===== config.mk =====
export PLATFORM = sky130hd
export DESIGN_NAME = rsa_decrypt_core_flat
export DESIGN_NICKNAME = d
export VERILOG_FILES = /design/src/rtl/rsa_pkg.sv /design/src/rtl/rsa_decrypt_core_if.sv /design/src/rtl/mod_mul_seq.sv /design/src/rtl/rsa_decrypt_core.sv /design/src/flat_wrapper.sv
export SDC_FILE = /design/constraint.sdc
export NUM_CORES = 1
export LEC_CHECK = 0
export CAP_MARGIN = 5
export CORE_MARGIN = 2
export CORE_UTILIZATION = 45
export CTS_CLUSTER_DIAMETER = 80
export DETAILED_ROUTE_END_ITERATION = 16
export GPL_TIMING_DRIVEN = 0
export PLACE_DENSITY = 0.77
export SLEW_MARGIN = 10
export SYNTH_ARGS = -nofsm -noshare
export SYNTH_HDL_FRONTEND = slang
export SYNTH_SLANG_ARGS = --single-unit

===== constraint.sdc =====
create_clock -name clk -period 4.2 [get_ports clk]
set_input_delay 0.84 -clock clk [delete_from_list [all_inputs] [get_ports clk]]
set_output_delay 0.84 -clock clk [all_outputs]
set_load 0.005 [all_outputs]

===== src/rtl/rsa_pkg.sv =====
// rsa_pkg: shared definitions for the RSA decryption slice.
//   WIDTH       default operand width for c, d, n and m
//   state_t     encoding of the decryptor control FSM
//   mul_latency cycles the sequential modular multiplier needs per product
//   MUL_LAT     that latency at the default width
package rsa_pkg;

  localparam int WIDTH = 6;

  typedef enum logic [2:0] {
    ST_IDLE  = 3'd0,
    ST_CHECK = 3'd1,
    ST_EVAL  = 3'd2,
    ST_MUL   = 3'd3,
    ST_SHIFT = 3'd4,
    ST_SQR   = 3'd5,
    ST_FIN   = 3'd6
  } state_t;

  // One cycle to load operands, then one cycle per multiplier bit.
  function automatic int mul_latency(input int w);
    return w + 1;
  endfunction

  localparam int MUL_LAT = mul_latency(WIDTH);

endpackage


===== src/rtl/rsa_decrypt_core_if.sv =====
// rsa_decrypt_core_if: start/done operand bus of the RSA decryptor.
//   start, c, d_key, n : request and operands, driven by the master
//   busy, done, err, m : status and plaintext, driven by the core (slave)
interface rsa_decrypt_core_if #(
  parameter int WIDTH = rsa_pkg::WIDTH
);
  logic             start;
  logic [WIDTH-1:0] c;
  logic [WIDTH-1:0] d_key;
  logic [WIDTH-1:0] n;
  logic             busy;
  logic             done;
  logic             err;
  logic [WIDTH-1:0] m;

  modport master (
    output start, c, d_key, n,
    input  busy, done, err, m
  );

  modport slave (
    input  start, c, d_key, n,
    output busy, done, err, m
  );
endinterface


===== src/rtl/mod_mul_seq.sv =====
// mod_mul_seq: interleaved MSB-first modular multiplier, p = a*b mod n.
//   clk, rst : clock, synchronous active-high reset
//   go       : start (or restart) a product; operands latched on this edge
//   a, b, n  : operands, a and b must be below n
//   p        : product, held until the next completion
//   valid    : one-cycle pulse, LAT cycles after go is sampled
module mod_mul_seq
  import rsa_pkg::*;
#(
  parameter int WIDTH = rsa_pkg::WIDTH,
  parameter int LAT   = MUL_LAT
) (
  input  logic             clk,
  input  logic             rst,
  input  logic             go,
  input  logic [WIDTH-1:0] a,
  input  logic [WIDTH-1:0] b,
  input  logic [WIDTH-1:0] n,
  output logic [WIDTH-1:0] p,
  output logic             valid
);

  localparam int CNT_W = $clog2(LAT);
  localparam logic [CNT_W-1:0] LAST_STEP = CNT_W'(LAT - 2);
  localparam logic [CNT_W-1:0] CNT_ONE   = {{(CNT_W-1){1'b0}}, 1'b1};

  logic [WIDTH+1:0] acc_r;
  logic [WIDTH-1:0] a_r;
  logic [WIDTH-1:0] b_r;
  logic [WIDTH-1:0] n_r;
  logic [WIDTH-1:0] p_r;
  logic [CNT_W-1:0] cnt_r;
  logic             running_r;
  logic             valid_r;

  logic [WIDTH+1:0] n_ext_s;
  logic [WIDTH+1:0] a_ext_s;
  logic [WIDTH+1:0] dbl_s;
  logic [WIDTH+1:0] red1_s;
  logic [WIDTH+1:0] sum_s;
  logic [WIDTH+1:0] red2_s;

  // One interleaved step: acc = 2*acc mod n, then add a for a set bit of b.
  // acc < n keeps both partial values below 2n, so one subtraction each suffices.
  always_comb begin
    n_ext_s = {2'b00, n_r};
    a_ext_s = {2'b00, a_r};
    dbl_s   = acc_r << 1;
    if (dbl_s >= n_ext_s) begin
      red1_s = dbl_s - n_ext_s;
    end else begin
      red1_s = dbl_s;
    end
    if (b_r[WIDTH-1]) begin
      sum_s = red1_s + a_ext_s;
    end else begin
      sum_s = red1_s;
    end
    if (sum_s >= n_ext_s) begin
      red2_s = sum_s - n_ext_s;
    end else begin
      red2_s = sum_s;
    end
  end

  // Operand load on go, then one multiplier bit per cycle, MSB first.
  always_ff @(posedge clk) begin
    if (rst) begin
      acc_r     <= {(WIDTH+2){1'b0}};
      a_r       <= {WIDTH{1'b0}};
      b_r       <= {WIDTH{1'b0}};
      n_r       <= {WIDTH{1'b0}};
      p_r       <= {WIDTH{1'b0}};
      cnt_r     <= {CNT_W{1'b0}};
      running_r <= 1'b0;
      valid_r   <= 1'b0;
    end else if (go) begin
      acc_r     <= {(WIDTH+2){1'b0}};
      a_r       <= a;
      b_r       <= b;
      n_r       <= n;
      cnt_r     <= {CNT_W{1'b0}};
      running_r <= 1'b1;
      valid_r   <= 1'b0;
    end else if (running_r) begin
      acc_r <= red2_s;
      b_r   <= b_r << 1;
      cnt_r <= cnt_r + CNT_ONE;
      if (cnt_r == LAST_STEP) begin
        running_r <= 1'b0;
        valid_r   <= 1'b1;
        p_r       <= red2_s[WIDTH-1:0];
      end else begin
        valid_r <= 1'b0;
      end
    end else begin
      valid_r <= 1'b0;
    end
  end

  assign p     = p_r;
  assign valid = valid_r;

endmodule


===== src/rtl/rsa_decrypt_core.sv =====
// rsa_decrypt_core: sequential RSA decryptor, m = c^d mod n, using
// right-to-left binary square-and-multiply on a shared sequential multiplier.
//   clk, rst : clock, synchronous active-high reset
//   bus      : slave side of rsa_decrypt_core_if
//              start/c/d_key/n in; busy/done/err/m out (all registered)
module rsa_decrypt_core
  import rsa_pkg::*;
#(
  parameter int WIDTH = rsa_pkg::WIDTH
) (
  input  logic                 clk,
  input  logic                 rst,
  rsa_decrypt_core_if.slave    bus
);

  localparam logic [WIDTH-1:0] ZERO = {WIDTH{1'b0}};
  localparam logic [WIDTH-1:0] ONE  = {{(WIDTH-1){1'b0}}, 1'b1};
  localparam logic [WIDTH-1:0] TWO  = {{(WIDTH-2){1'b0}}, 2'b10};

  state_t           state_r;
  state_t           state_next_s;
  logic [WIDTH-1:0] exp_r;
  logic [WIDTH-1:0] base_r;
  logic [WIDTH-1:0] result_r;
  logic [WIDTH-1:0] n_r;
  logic             busy_r;
  logic             done_r;
  logic             err_r;
  logic [WIDTH-1:0] m_r;

  logic [WIDTH-1:0] exp_shift_s;
  logic             err_flag_s;
  logic             mul_go_s;
  logic [WIDTH-1:0] mul_a_s;
  logic [WIDTH-1:0] mul_b_s;
  logic [WIDTH-1:0] mul_p_s;
  logic             mul_valid_s;

  mod_mul_seq #(
    .WIDTH (WIDTH),
    .LAT   (mul_latency(WIDTH))
  ) u_mul (
    .clk   (clk),
    .rst   (rst),
    .go    (mul_go_s),
    .a     (mul_a_s),
    .b     (mul_b_s),
    .n     (n_r),
    .p     (mul_p_s),
    .valid (mul_valid_s)
  );

  // Next-state logic and multiplier launch; MUL/SQR leave on the multiplier's valid.
  always_comb begin
    state_next_s = state_r;
    err_flag_s   = 1'b0;
    mul_go_s     = 1'b0;
    mul_a_s      = result_r;
    mul_b_s      = base_r;
    exp_shift_s  = exp_r >> 1;
    case (state_r)
      ST_IDLE: begin
        if (bus.start) begin
          state_next_s = ST_CHECK;
        end else begin
          state_next_s = ST_IDLE;
        end
      end
      ST_CHECK: begin
        // base_r still holds the latched ciphertext here.
        if ((n_r < TWO) || (base_r >= n_r)) begin
          state_next_s = ST_FIN;
          err_flag_s   = 1'b1;
        end else if (exp_r == ZERO) begin
          state_next_s = ST_FIN;
        end else begin
          state_next_s = ST_EVAL;
        end
      end
      ST_EVAL: begin
        if (exp_r[0]) begin
          mul_go_s     = 1'b1;
          mul_a_s      = result_r;
          mul_b_s      = base_r;
          state_next_s = ST_MUL;
        end else begin
          state_next_s = ST_SHIFT;
        end
      end
      ST_MUL: begin
        if (mul_valid_s) begin
          state_next_s = ST_SHIFT;
        end else begin
          state_next_s = ST_MUL;
        end
      end
      ST_SHIFT: begin
        // No squaring after the last exponent bit.
        if (exp_shift_s == ZERO) begin
          state_next_s = ST_FIN;
        end else begin
          mul_go_s     = 1'b1;
          mul_a_s      = base_r;
          mul_b_s      = base_r;
          state_next_s = ST_SQR;
        end
      end
      ST_SQR: begin
        if (mul_valid_s) begin
          state_next_s = ST_EVAL;
        end else begin
          state_next_s = ST_SQR;
        end
      end
      ST_FIN: begin
        state_next_s = ST_IDLE;
      end
      default: begin
        state_next_s = ST_IDLE;
      end
    endcase
  end

  // State, datapath registers and registered status outputs.
  always_ff @(posedge clk) begin
    if (rst) begin
      state_r  <= ST_IDLE;
      exp_r    <= ZERO;
      base_r   <= ZERO;
      result_r <= ZERO;
      n_r      <= ZERO;
      busy_r   <= 1'b0;
      done_r   <= 1'b0;
      err_r    <= 1'b0;
      m_r      <= ZERO;
    end else begin
      state_r <= state_next_s;
      case (state_r)
        ST_IDLE: begin
          if (bus.start) begin
            exp_r    <= bus.d_key;
            base_r   <= bus.c;
            n_r      <= bus.n;
            result_r <= ONE;
          end
        end
        ST_MUL: begin
          if (mul_valid_s) begin
            result_r <= mul_p_s;
          end
        end
        ST_SHIFT: begin
          exp_r <= exp_shift_s;
        end
        ST_SQR: begin
          if (mul_valid_s) begin
            base_r <= mul_p_s;
          end
        end
        default: begin
        end
      endcase
      // Outputs are computed one edge early so they line up with the FIN state.
      busy_r <= (state_next_s != ST_IDLE);
      done_r <= (state_next_s == ST_FIN);
      if (state_next_s == ST_FIN) begin
        err_r <= err_flag_s;
        m_r   <= err_flag_s ? ZERO : result_r;
      end
    end
  end

  assign bus.busy = busy_r;
  assign bus.done = done_r;
  assign bus.err  = err_r;
  assign bus.m    = m_r;

endmodule

===== src/flat_wrapper.sv =====
// flat-port wrapper written by rule: the top's interface ports become plain ports
module rsa_decrypt_core_flat import rsa_pkg::*;
#(
  parameter int WIDTH = rsa_pkg::WIDTH
)
  (clk, rst, bus_start, bus_c, bus_d_key, bus_n, bus_busy, bus_done, bus_err, bus_m);
  rsa_decrypt_core_if #(.WIDTH(WIDTH)) bus_i ();
  input  logic clk;
  input  logic rst;
  input wire logic [$bits(bus_i.start)-1:0] bus_start;
  input wire logic [$bits(bus_i.c)-1:0] bus_c;
  input wire logic [$bits(bus_i.d_key)-1:0] bus_d_key;
  input wire logic [$bits(bus_i.n)-1:0] bus_n;
  output wire logic [$bits(bus_i.busy)-1:0] bus_busy;
  output wire logic [$bits(bus_i.done)-1:0] bus_done;
  output wire logic [$bits(bus_i.err)-1:0] bus_err;
  output wire logic [$bits(bus_i.m)-1:0] bus_m;
  assign bus_i.start = bus_start;
  assign bus_i.c = bus_c;
  assign bus_i.d_key = bus_d_key;
  assign bus_i.n = bus_n;
  assign bus_busy = bus_i.busy;
  assign bus_done = bus_i.done;
  assign bus_err = bus_i.err;
  assign bus_m = bus_i.m;
  rsa_decrypt_core #(.WIDTH(WIDTH)) u_core (.clk(clk), .rst(rst), .bus(bus_i));
endmodule

* Word level (Yosys, flattened, before mapping)
Cells that the tools add are included.
W data, S select, Z words.
** Operators by class
- Add/subtract/negate cells :: 4
- Order comparisons :: 4
- Equal/unequal tests :: 10
- Muxes and demuxes :: 32
- Bitwise logic cells :: 2
- Reductions and logical operators :: 16
** Operators with widths (count)
- $mux W6 :: 9
- $pmux W6 S2 :: 3
- $pmux W3 S6 :: 1
- $ge A8 B6 Y1 :: 2
- $mux W8 :: 2
- $mux W3 :: 5
- $eq A3 B3 Y1 const B :: 4
- $logic_not A6 Y1 :: 2
- $mux W1 :: 9
- $reduce_and A3 Y1 :: 3
- $add A8 B6 Y8 :: 1
- $reduce_bool A2 Y1 :: 4
- $sub A8 B6 Y8 :: 1
- $mux W7 :: 1
- $sub A7 B6 Y7 :: 1
- $eq A3 B2 Y1 const B :: 2
- $ge A6 B6 Y1 :: 1
- $lt A6 B2 Y1 const B :: 1
- $ne A2 B2 Y1 const B :: 3
- $reduce_and A2 Y1 :: 2
- $add A3 B1 Y3 const B :: 1
- $eq A3 B1 Y1 const B :: 1
- $logic_not A3 Y1 :: 1
- $reduce_bool A3 Y1 :: 1
- other kinds (6) :: 7
** Word-level totals
- Flip-flop bits (word level) :: 72
- Input port bits :: 21
- Output and inout bits :: 9

* Logic depth before layout (Yosys ltp)
Gate-level depths: netlist of run 1.
- Word-level depth :: 6
- Depth in mapped cells :: 23

* By module
Synthesis of run 1 repeated with hierarchy kept, for this count alone.
** Second synthesis, totals
- Cell total of the unflattened synthesis :: 486
- Area, all modules :: 4277.9 um2
** By module, submodules not included
- mod_mul_seq :: times used 1, cells an instance 275, area each 2387.3 um2, seq. area each 720.7 um2
- rsa_decrypt_core :: times used 1, cells an instance 211, area each 1890.6 um2, seq. area each 720.7 um2

* Least setup slack after synthesis of run 1
No wires, ideal clock.
- Path type :: reg-to-reg
- From :: reg u_core.u_mul.n_r[0]
- To :: reg u_core.u_mul.acc_r[0]
- Setup time :: 70 ps
- Arrival :: 4379 ps
- Path slack :: -249 ps
- Cell stages (with the launch flop) :: 21
- Path buffers :: 0
- Clock period less this slack :: 4449 ps
- Cell sequence :: dfxtp_1 -> inv_1 -> fa_1 -> a21oi_2 -> o22ai_1 -> nor2_2 -> mux2i_1 -> inv_1 -> ha_1 -> a21o_1 -> a21oi_1 -> xnor2_1 -> mux2_2 -> ha_1 -> a21oi_1 -> o21bai_1 -> a21oi_1 -> o21ai_0 -> o21bai_4 -> a221o_1 -> a21oi_1
** On the way
- Word-level cells in the longest chain between the ends :: 6
- Elaborated cells between the ends (all ways) :: 8
- Those cells by class :: add/sub: 3; order compare: 2; mux: 3
** Ends and longest elaborated chain
- start: declaration :: RTL line mod_mul_seq.sv:30 : logic [WIDTH-1:0] n_r;
- start signal: assignment :: RTL line mod_mul_seq.sv:72 : n_r <= {WIDTH{1'b0}};
- start signal: assignment :: RTL line mod_mul_seq.sv:81 : n_r <= n;
- $sub A8 B6 Y8 or $ge A8 B6 Y1 (tied branches) :: RTL line mod_mul_seq.sv:50, mod_mul_seq.sv:49
- $mux W8 :: RTL line mod_mul_seq.sv:49 : if (dbl_s >= n_ext_s) begin
- $add A8 B6 Y8 :: RTL line mod_mul_seq.sv:55 : sum_s = red1_s + a_ext_s;
- $mux W8 :: RTL line mod_mul_seq.sv:54 : if (b_r[WIDTH-1]) begin
- $sub A7 B6 Y7 or $ge A8 B6 Y1 (tied branches) :: RTL line mod_mul_seq.sv:60, mod_mul_seq.sv:59
- $mux W7 (*) :: RTL line mod_mul_seq.sv:59 : if (sum_s >= n_ext_s) begin
- end signal: assignment :: RTL line mod_mul_seq.sv:69 : acc_r <= {(WIDTH+2){1'b0}};
- end signal: assignment :: RTL line mod_mul_seq.sv:78 : acc_r <= {(WIDTH+2){1'b0}};
- end signal: assignment :: RTL line mod_mul_seq.sv:86 : acc_r <= red2_s;
- end: declaration :: RTL line mod_mul_seq.sv:27 : logic [WIDTH+1:0] acc_r;
Every way passes the cells marked *; elsewhere a longest branch is shown, timed or not.
A chain may end at the register's enable or synchronous reset.

* Worst setup path in the final report of run 1
- From :: reg u_core.u_mul.n_r[0]
- To :: reg u_core.u_mul.acc_r[4]
Same word-level chain as after synthesis.

==> results of run 1 <==
==> cells by family (layout without fill, tap and decap cells) <==
group / count (synthesis) / after routing / synth area share [%]
and+or+nand+nor: 164 / 164 / 17.6
adders and majority gates: 30 / 30 / 9.59
buffers and inverters: 55 / 121 / 5.19
AOI/OAI and AO/OA: 152 / 152 / 24.1
muxes: 24 / 24 / 6.00
DFF: 72 / 72 / 34.8
xor gates and xnor gates: 13 / 13 / 2.75
==> flip-flops by register name, summed over array words and instances, names as in the netlist <==
signal,cells
u_core.u_mul.acc_r,7
u_core.base_r,6
u_core.bus.m,6
u_core.exp_r,6
u_core.n_r,6
u_core.result_r,6
u_core.u_mul.a_r,6
u_core.u_mul.b_r,6
u_core.u_mul.n_r,6
u_core.u_mul.p,6
u_core.state_r,3
u_core.u_mul.cnt_r,3
u_core.bus.busy,1
u_core.bus.done,1
u_core.bus.err,1
u_core.u_mul.running_r,1
u_core.u_mul.valid,1
==> critical path, stage by stage, from the launching register on <==
cell and delay [ns]:
dfxtp_4 0.41, inv_6 0.04, fa_2 0.38, a21oi_4 0.20
o22ai_4 0.10, nor2_4 0.24, mux2i_4 0.32, inv_2 0.07
ha_4 0.22, a21o_1 0.16, a21oi_2 0.17, xnor2_1 0.09
mux2_4 0.30, ha_4 0.27, a21oi_4 0.15, o21bai_1 0.11
a21oi_2 0.18, o21ai_2 0.09, o21bai_4 0.24, mux2_4 0.35
a21oi_2 0.11
==> what timing repair did <==
item / 4_1_cts / 5_1_grt
resized for setup: 43 / 22
endpoints found under the hold margin: 0 / 0
pin swaps: 10 / 25
setup buffers: 10 / 12
setup endpoints to repair: 13 / 13
==> cell type report <==
cell class,instances,area [um2]
multi-input cells,383,2820
clock inverters,7,80.1
well taps,111,139
clock buffers,9,124
inverters,35,143
plain buffers,20,83.8
repair buffers,50,453
fillers,773,3820
flip-flops and latches,72,1450
==> cells in the final DEF (no fill, tap or decap), types with 5 or more instances in the layout <==
cell type and instances:
a211oi_1 12, a21o_1 11, a21oi_1 50, a21oi_2 5, a221oi_1 5, a22o_1 6
buf_4 21, clkbuf_1 13, clkbuf_8 9, clkdlybuf4s50_1 28, dfxtp_1 67, ha_1 14
ha_4 12, inv_1 27, inv_2 5, mux2i_1 16, nand2_1 58, nand3_1 17
nor2_1 55, o21ai_0 20, xnor2_1 8, xor2_1 5
==> path summary, 6_finish.rpt <==
kind / startpoint / to / slack, ns / cells after the start
setup / recovery: u_core.u_mul.n_r[0] / u_core.u_mul.acc_r[4] / -0.1 / 20
hold / removal: u_core.u_mul.n_r[5] / u_core.u_mul.n_r[5] / 0.47 / 2
setup reg to reg: u_core.u_mul.n_r[0] / u_core.u_mul.acc_r[4] / -0.1 / 20
hold reg to reg: u_core.u_mul.n_r[5] / u_core.u_mul.n_r[5] / 0.47 / 2
==> cells in the mapped netlist, types with 4 or more instances <==
cell	instances	area, um2
clkbuf_1	13	48.8
o31ai_1	4	30.0
xor2_1	5	43.8
a22o_1	6	52.6
ha_1	27	338
inv_1	35	131
mux2i_1	20	200
nor3_1	4	20.0
a211oi_1	13	97.6
nor4_1	4	25.0
buf_2	4	20.0
nor2_1	57	214
and3_1	4	25.0
nand2b_1	5	31.3
dfxtp_1	72	1440
a22oi_1	4	30.0
xnor2_1	8	70.1
nand3_1	17	85.1
nand2_1	59	221
a21o_1	11	82.6
a221oi_1	5	43.8
a21oi_1	57	285
o21ai_0	21	105
==> stage by stage <==
stage / total power (uW) / utilization [%] / instance area [um2]
after global routing: 4930 / 58.1 / 5290
final: 4640 / 58.1 / 5290
after floorplan: 2820 / - / 4190
after detailed placement: 3340 / 50.6 / 4610
after global placement: 3250 / 50.6 / 4610
after CTS: 4300 / 55.8 / 5090
==> routing by layer <==
layer / up-vias / GRT usage (%) / wire length (um)
li1: 1933 / - / -
met1: 1909 / 28.8 / 4940
met2: 117 / 38.8 / 5390
met3: 32 / 3.20 / 579
met4: 0 / 10.1 / 391
met5: - / 0 / 0
==> power by group <==
| group | total, uW | internal, uW | switching, uW |
|---|---|---|---|
| sequential | 939 | 815 | 124 |
| clock | 563 | 280 | 283 |
| combinational | 3140 | 1480 | 1660 |
| total | 4640 | 2570 | 2070 |
==> flow_metrics.py, run 1 <==
metrics = {
    "clock_network": {
        "cts_made_buffers": 9,
        "cts.path.max_buffers": 2,
        "ctsHoldBuffers": 0,
        "root_buffer": "clkbuf_8",
        "clk_latency_ns": 0.36,
        "cts.clk_slew.worst_paths_ns": 0.08,
        "htreeDepth": 3,
        "cts_tree": "built",
        "clkSinkCount": 72,
    },
    "global_routing": {
        "antenna_found_initial": 0,
        "gr-total-overflow": 0,
        "grt_pass1_vias": 3790,
        "grt_max_degree": 15,
        "grt_first_pass_wirelength_mm": 18.1,
        "grt_util_all_layers_pct": 22.8,
    },
    "placed_design": {
        "dp_cells": 649,
        "dpl.hpwl_mm": 8.14,
        "detailedPlace.worstSlack_ns": -0.580,
        "routabilityCongestion": 0.900,
        "portBuffers": 28,
    },
    "worst_setup_path": {
        "crit_fanout": 8,
        "arrival_ns": 4.59,
        "cp.required_ns": 4.49,
        "critPathCaptureType": "register",
        "path_class": "register to register",
        "worst_setup_path_start_kind": "register",
    },
    "sta": {
        "fmax_ghz": 0.233,
        "setup_viol": 11,
        "fin_crit_sh_pct": 102,
        "whs_ns": 0.466,
        "worstMarginPinSlew_ns": 0.733,
        "final_hold_viol_count": 0,
        "max_slew_margin_pct": 51.0,
        "min_period_ns": 4.30,
        "finalMaxSlewViolations": 0,
        "grt_setup_unrepaired": "yes",
        "clock_skew_ns": 0.00894,
        "tns_ns": -0.601,
        "postLayoutSetupSlackWorst_ns": -0.0973,
    },
    "floorplanning": {
        "dieArea_um2": 10000,
        "rows": 35,
        "dieWidth_um": 100,
        "start_util_pct": 45.5,
        "coreArea_um2": 9110,
        "die_h_um": 100,
        "ioPinCount": 30,
    },
    "status": {
        "violations": "setup timing",
        "status": "finished with violations",
    },
    "cells_and_area": {
        "syn2layout_area_growth_pct": 27.6,
        "drive_gt1_share_pct": 18.8,
        "num_antenna_cells": 0,
        "instances_no_fill": 687,
        "fin_nets": 622,
    },
    "routing": {
        "drtIter0Drc": 304,
        "via_count": 3991,
        "viasPerCell": 5.81,
        "routed_wl_mm": 11.3,
        "drtPass1Iterations": 5,
        "drc": 0,
        "wl_per_cell_um": 16.4,
        "ant_nets": 0,
    },
    "hold_path": {
        "hold_path.class": "register to register",
    },
    "yosys": {
        "yosys_warnings": 0,
        "ys_seq_area_share_pct": 34.8,
        "avgSynthCellArea_um2": 8.13,
        "synth_cell_types": 59,
        "synth-edff-count": 0,
        "synth_cells": 510,
        "ys.flop_type": "dfxtp_1",
        "ys_ff_latch": 72,
        "async_reset_ff_share_pct": 0,
        "netlist_area_um2": 4150,
        "syn_nets": 561,
    },
    "power": {
        "vdd_ir_drop_max_v": 0.000648,
        "powerDensity_nw_per_um2": 877,
        "power_leakage_uw": 0.00201,
    },
    "run": {
        "maxCapViolations": 0,
    },
}
Power figures use the tool's default switching activity.
==> run 2, diff against run 1 <==
--- a/config.mk
+++ b/config.mk
@@ -8,9 +8,10 @@
 export CAP_MARGIN = 5
 export CORE_MARGIN = 2
 export CORE_UTILIZATION = 45
-export CTS_CLUSTER_DIAMETER = 80
+export CTS_BUF_LIST = sky130_fd_sc_hd__clkbuf_16
 export DETAILED_ROUTE_END_ITERATION = 16
 export GPL_TIMING_DRIVEN = 0
+export MAX_ROUTING_LAYER = met4
 export PLACE_DENSITY = 0.77
 export SLEW_MARGIN = 10
 export SYNTH_ARGS = -nofsm -noshare
==> flow_metrics.py, run 2 (synthesis gave the netlist of run 1 again) <==
metrics = {
    "cells_and_area": {
        "drive_gt1_share_pct": 18.7,
        "regArea_um2": 1450,
        "num_antenna_cells": 0,
        "instances_no_fill": 689,
        "largest_reg_flops": 7,
        "fill_cells": 768,
        "top_register": "u_core.u_mul.acc_r",
        "syn2layout_area_growth_pct": 31.3,
        "fin_nets": 624,
        "final_common_cell": "dfxtp_1",
        "multiInputGateArea_um2": 2840,
        "final_cell_mix": "dfxtp_1, nand2_1, nor2_1",
    },
    "status": {
        "violations": "setup timing",
        "status": "finished with violations",
    },
    "worst_setup_path": {
        "slowest_stage": "o31ai_1",
        "critPathCaptureType": "register",
        "worst_setup_path_start_kind": "register",
        "r2r_setup_slack_ns": -0.23,
        "reg2reg_from": "u_core.u_mul.n_r[2]",
        "cpPeakStageDelay_ns": 0.45,
        "crit_fanout": 8,
        "path_class": "register to register",
        "arrival_ns": 4.64,
        "cp-startpoint": "u_core.u_mul.n_r[2]",
        "r2r_end": "u_core.u_mul.acc_r[1]",
        "critPathBufInv": 1,
        "path_common_cell": "ha_4",
        "r2r_cells": 16,
        "critical_path.cell_chain": "inv_1, ha_4, o21a_1, o31a_1, o21ai_0, a21oi_1, o31ai_1, ha_1, xor2_1, mux2_4, ha_4, nand4_1, o21ai_2, o21bai_4, mux2i_4, a21oi_2",
        "cp_top_family": "compound AO/OA/AOI/OAI gates",
        "cp.required_ns": 4.41,
    },
    "sta": {
        "worstMarginPinSlew_ns": 0.751,
        "whs_ns": 0.455,
        "clock_skew_ns": 0.00878,
        "setup_viol": 13,
        "postLayoutSetupSlackWorst_ns": -0.234,
        "fmax_ghz": 0.226,
        "fin_crit_sh_pct": 106,
        "min_period_ns": 4.43,
        "max_slew_margin_pct": 49.8,
        "finalMaxSlewViolations": 0,
        "final_hold_viol_count": 0,
        "grt_setup_unrepaired": "yes",
    },
    "power": {
        "vdd_ir_drop_max_v": 0.000472,
        "power_leakage_uw": 0.00208,
        "powerDensity_nw_per_um2": 960,
    },
    "global_routing": {
        "grt_max_degree": 13,
        "grt_first_pass_wirelength_mm": 18.3,
        "grt_pass1_vias": 3816,
        "grt_util_all_layers_pct": 23.7,
        "antenna_found_initial": 0,
        "gr-total-overflow": 0,
    },
    "clock_network": {
        "clkSinkCount": 72,
        "root_buffer": "clkbuf_16",
        "cts.clk_slew.worst_paths_ns": 0.06,
        "htreeDepth": 3,
        "cts_made_buffers": 9,
        "cts.path.max_buffers": 2,
        "cts_tree": "built",
        "clk_latency_ns": 0.33,
    },
    "placed_design": {
        "portBuffers": 28,
        "routabilityCongestion": 0.908,
        "dp_cells": 649,
        "dpl.hpwl_mm": 8.06,
    },
    "floorplanning": {
        "coreArea_um2": 9110,
        "start_util_pct": 45.5,
        "ioPinCount": 30,
        "die_h_um": 100,
        "dieWidth_um": 100,
        "dieArea_um2": 10000,
        "rows": 35,
    },
    "routing": {
        "viasPerCell": 5.89,
        "drtIter0Drc": 431,
        "drtPass1Iterations": 7,
        "via_count": 4061,
        "wl_per_cell_um": 17.8,
        "routed_wl_mm": 12.3,
        "drc": 0,
        "ant_nets": 0,
    },
    "hold_path": {
        "hold_end": "u_core.u_mul.n_r[5]",
        "hold_path.class": "register to register",
        "hold_path_startpoint": "u_core.u_mul.n_r[5]",
        "holdPathStages": 2,
    },
    "run": {
        "maxCapViolations": 0,
    },
}
[run 2: cell count changes in the layout (fill, tap and decap cells not counted), sizes merged]
cell / delta
inv: -2
clkinv: +1
bufinv: +2
buf: +2
clkinvlp: -1
[run 2: through the flow]
stage          setup TNS (ns)  total power, uW  instance area, um2  setup slack [ns]  utilization [%]
2_1_floorplan               0             2820                4190           0.00971                -
5_1_grt                 -3.60             5480                5450            -0.313             59.8
4_1_cts                     0             4620                5210           0.00799             57.2
3_3_place_gp            -5.68             3260                4610            -0.491             50.6
3_5_place_dp            -7.27             3350                4610            -0.618             50.6
6_report                -2.46             5230                5450            -0.234             59.8
[run 2: worst max path at each step]
| stage | endpoint | slack (ns) | depth (start not counted) |
|---|---|---|---|
| detailed placement | u_core.u_mul.acc_r[0] | -0.62 | 23 |
| global route | u_core.u_mul.acc_r[1] | -0.31 | 16 |
| global placement | u_core.u_mul.acc_r[5] | -0.49 | 19 |
| CTS | u_core.u_mul.acc_r[4] | 0.008 | 20 |
| finish | u_core.u_mul.acc_r[1] | -0.23 | 16 |
| floorplan | u_core.u_mul.acc_r[0] | 0.01 | 20 |
[run 2: report_power, final]
part / internal, uW / leakage (uW) / switching, uW
combinational: 1580 / 0.00133 / 1840
clock: 575 / 0.000161 / 289
sequential: 816 / 0.000588 / 124
[run 2: metal layers]
| metal | track usage [%] | share of wire [%] | vias to the layer above |
|---|---|---|---|
| li1 | - | - | 1942 |
| met1 | 28.9 | 41 | 1915 |
| met2 | 40.2 | 50 | 168 |
| met3 | 2.58 | 5.9 | 36 |
| met4 | 9.80 | 3.4 | 0 |
| met5 | - | 0 | - |
[run 2: repair_timing]
| item | CTS | global route |
|---|---|---|
| setup buffers | 11 | 13 |
| gates resized for setup | 37 | 31 |
| pin swaps | 9 | 20 |
| hold buffers | 0 | 0 |
| setup endpoints to repair | 13 | 13 |
| gates cloned | 0 | 0 |
[run 2: layout make-up]
class,instances,share of cell area [%]
buffer,20,1.54
clock buffer,9,4.14
clock inverter,7,2.02
inverter,35,2.57
multi-input combinational,383,52.1
sequential,72,26.6
tap,111,2.55
timing repair buffer,52,8.52
[run 2: worst reg2reg max path: stages (launching register included)]
cell and delay, ns:
dfxtp_1 0.31, inv_1 0.20, ha_4 0.28, o21a_1 0.19, o31a_1 0.16, o21ai_0 0.36
a21oi_1 0.18, o31ai_1 0.45, ha_1 0.39, xor2_1 0.20, mux2_4 0.29, ha_4 0.30
nand4_1 0.14, o21ai_2 0.18, o21bai_4 0.25, mux2i_4 0.36, a21oi_2 0.08
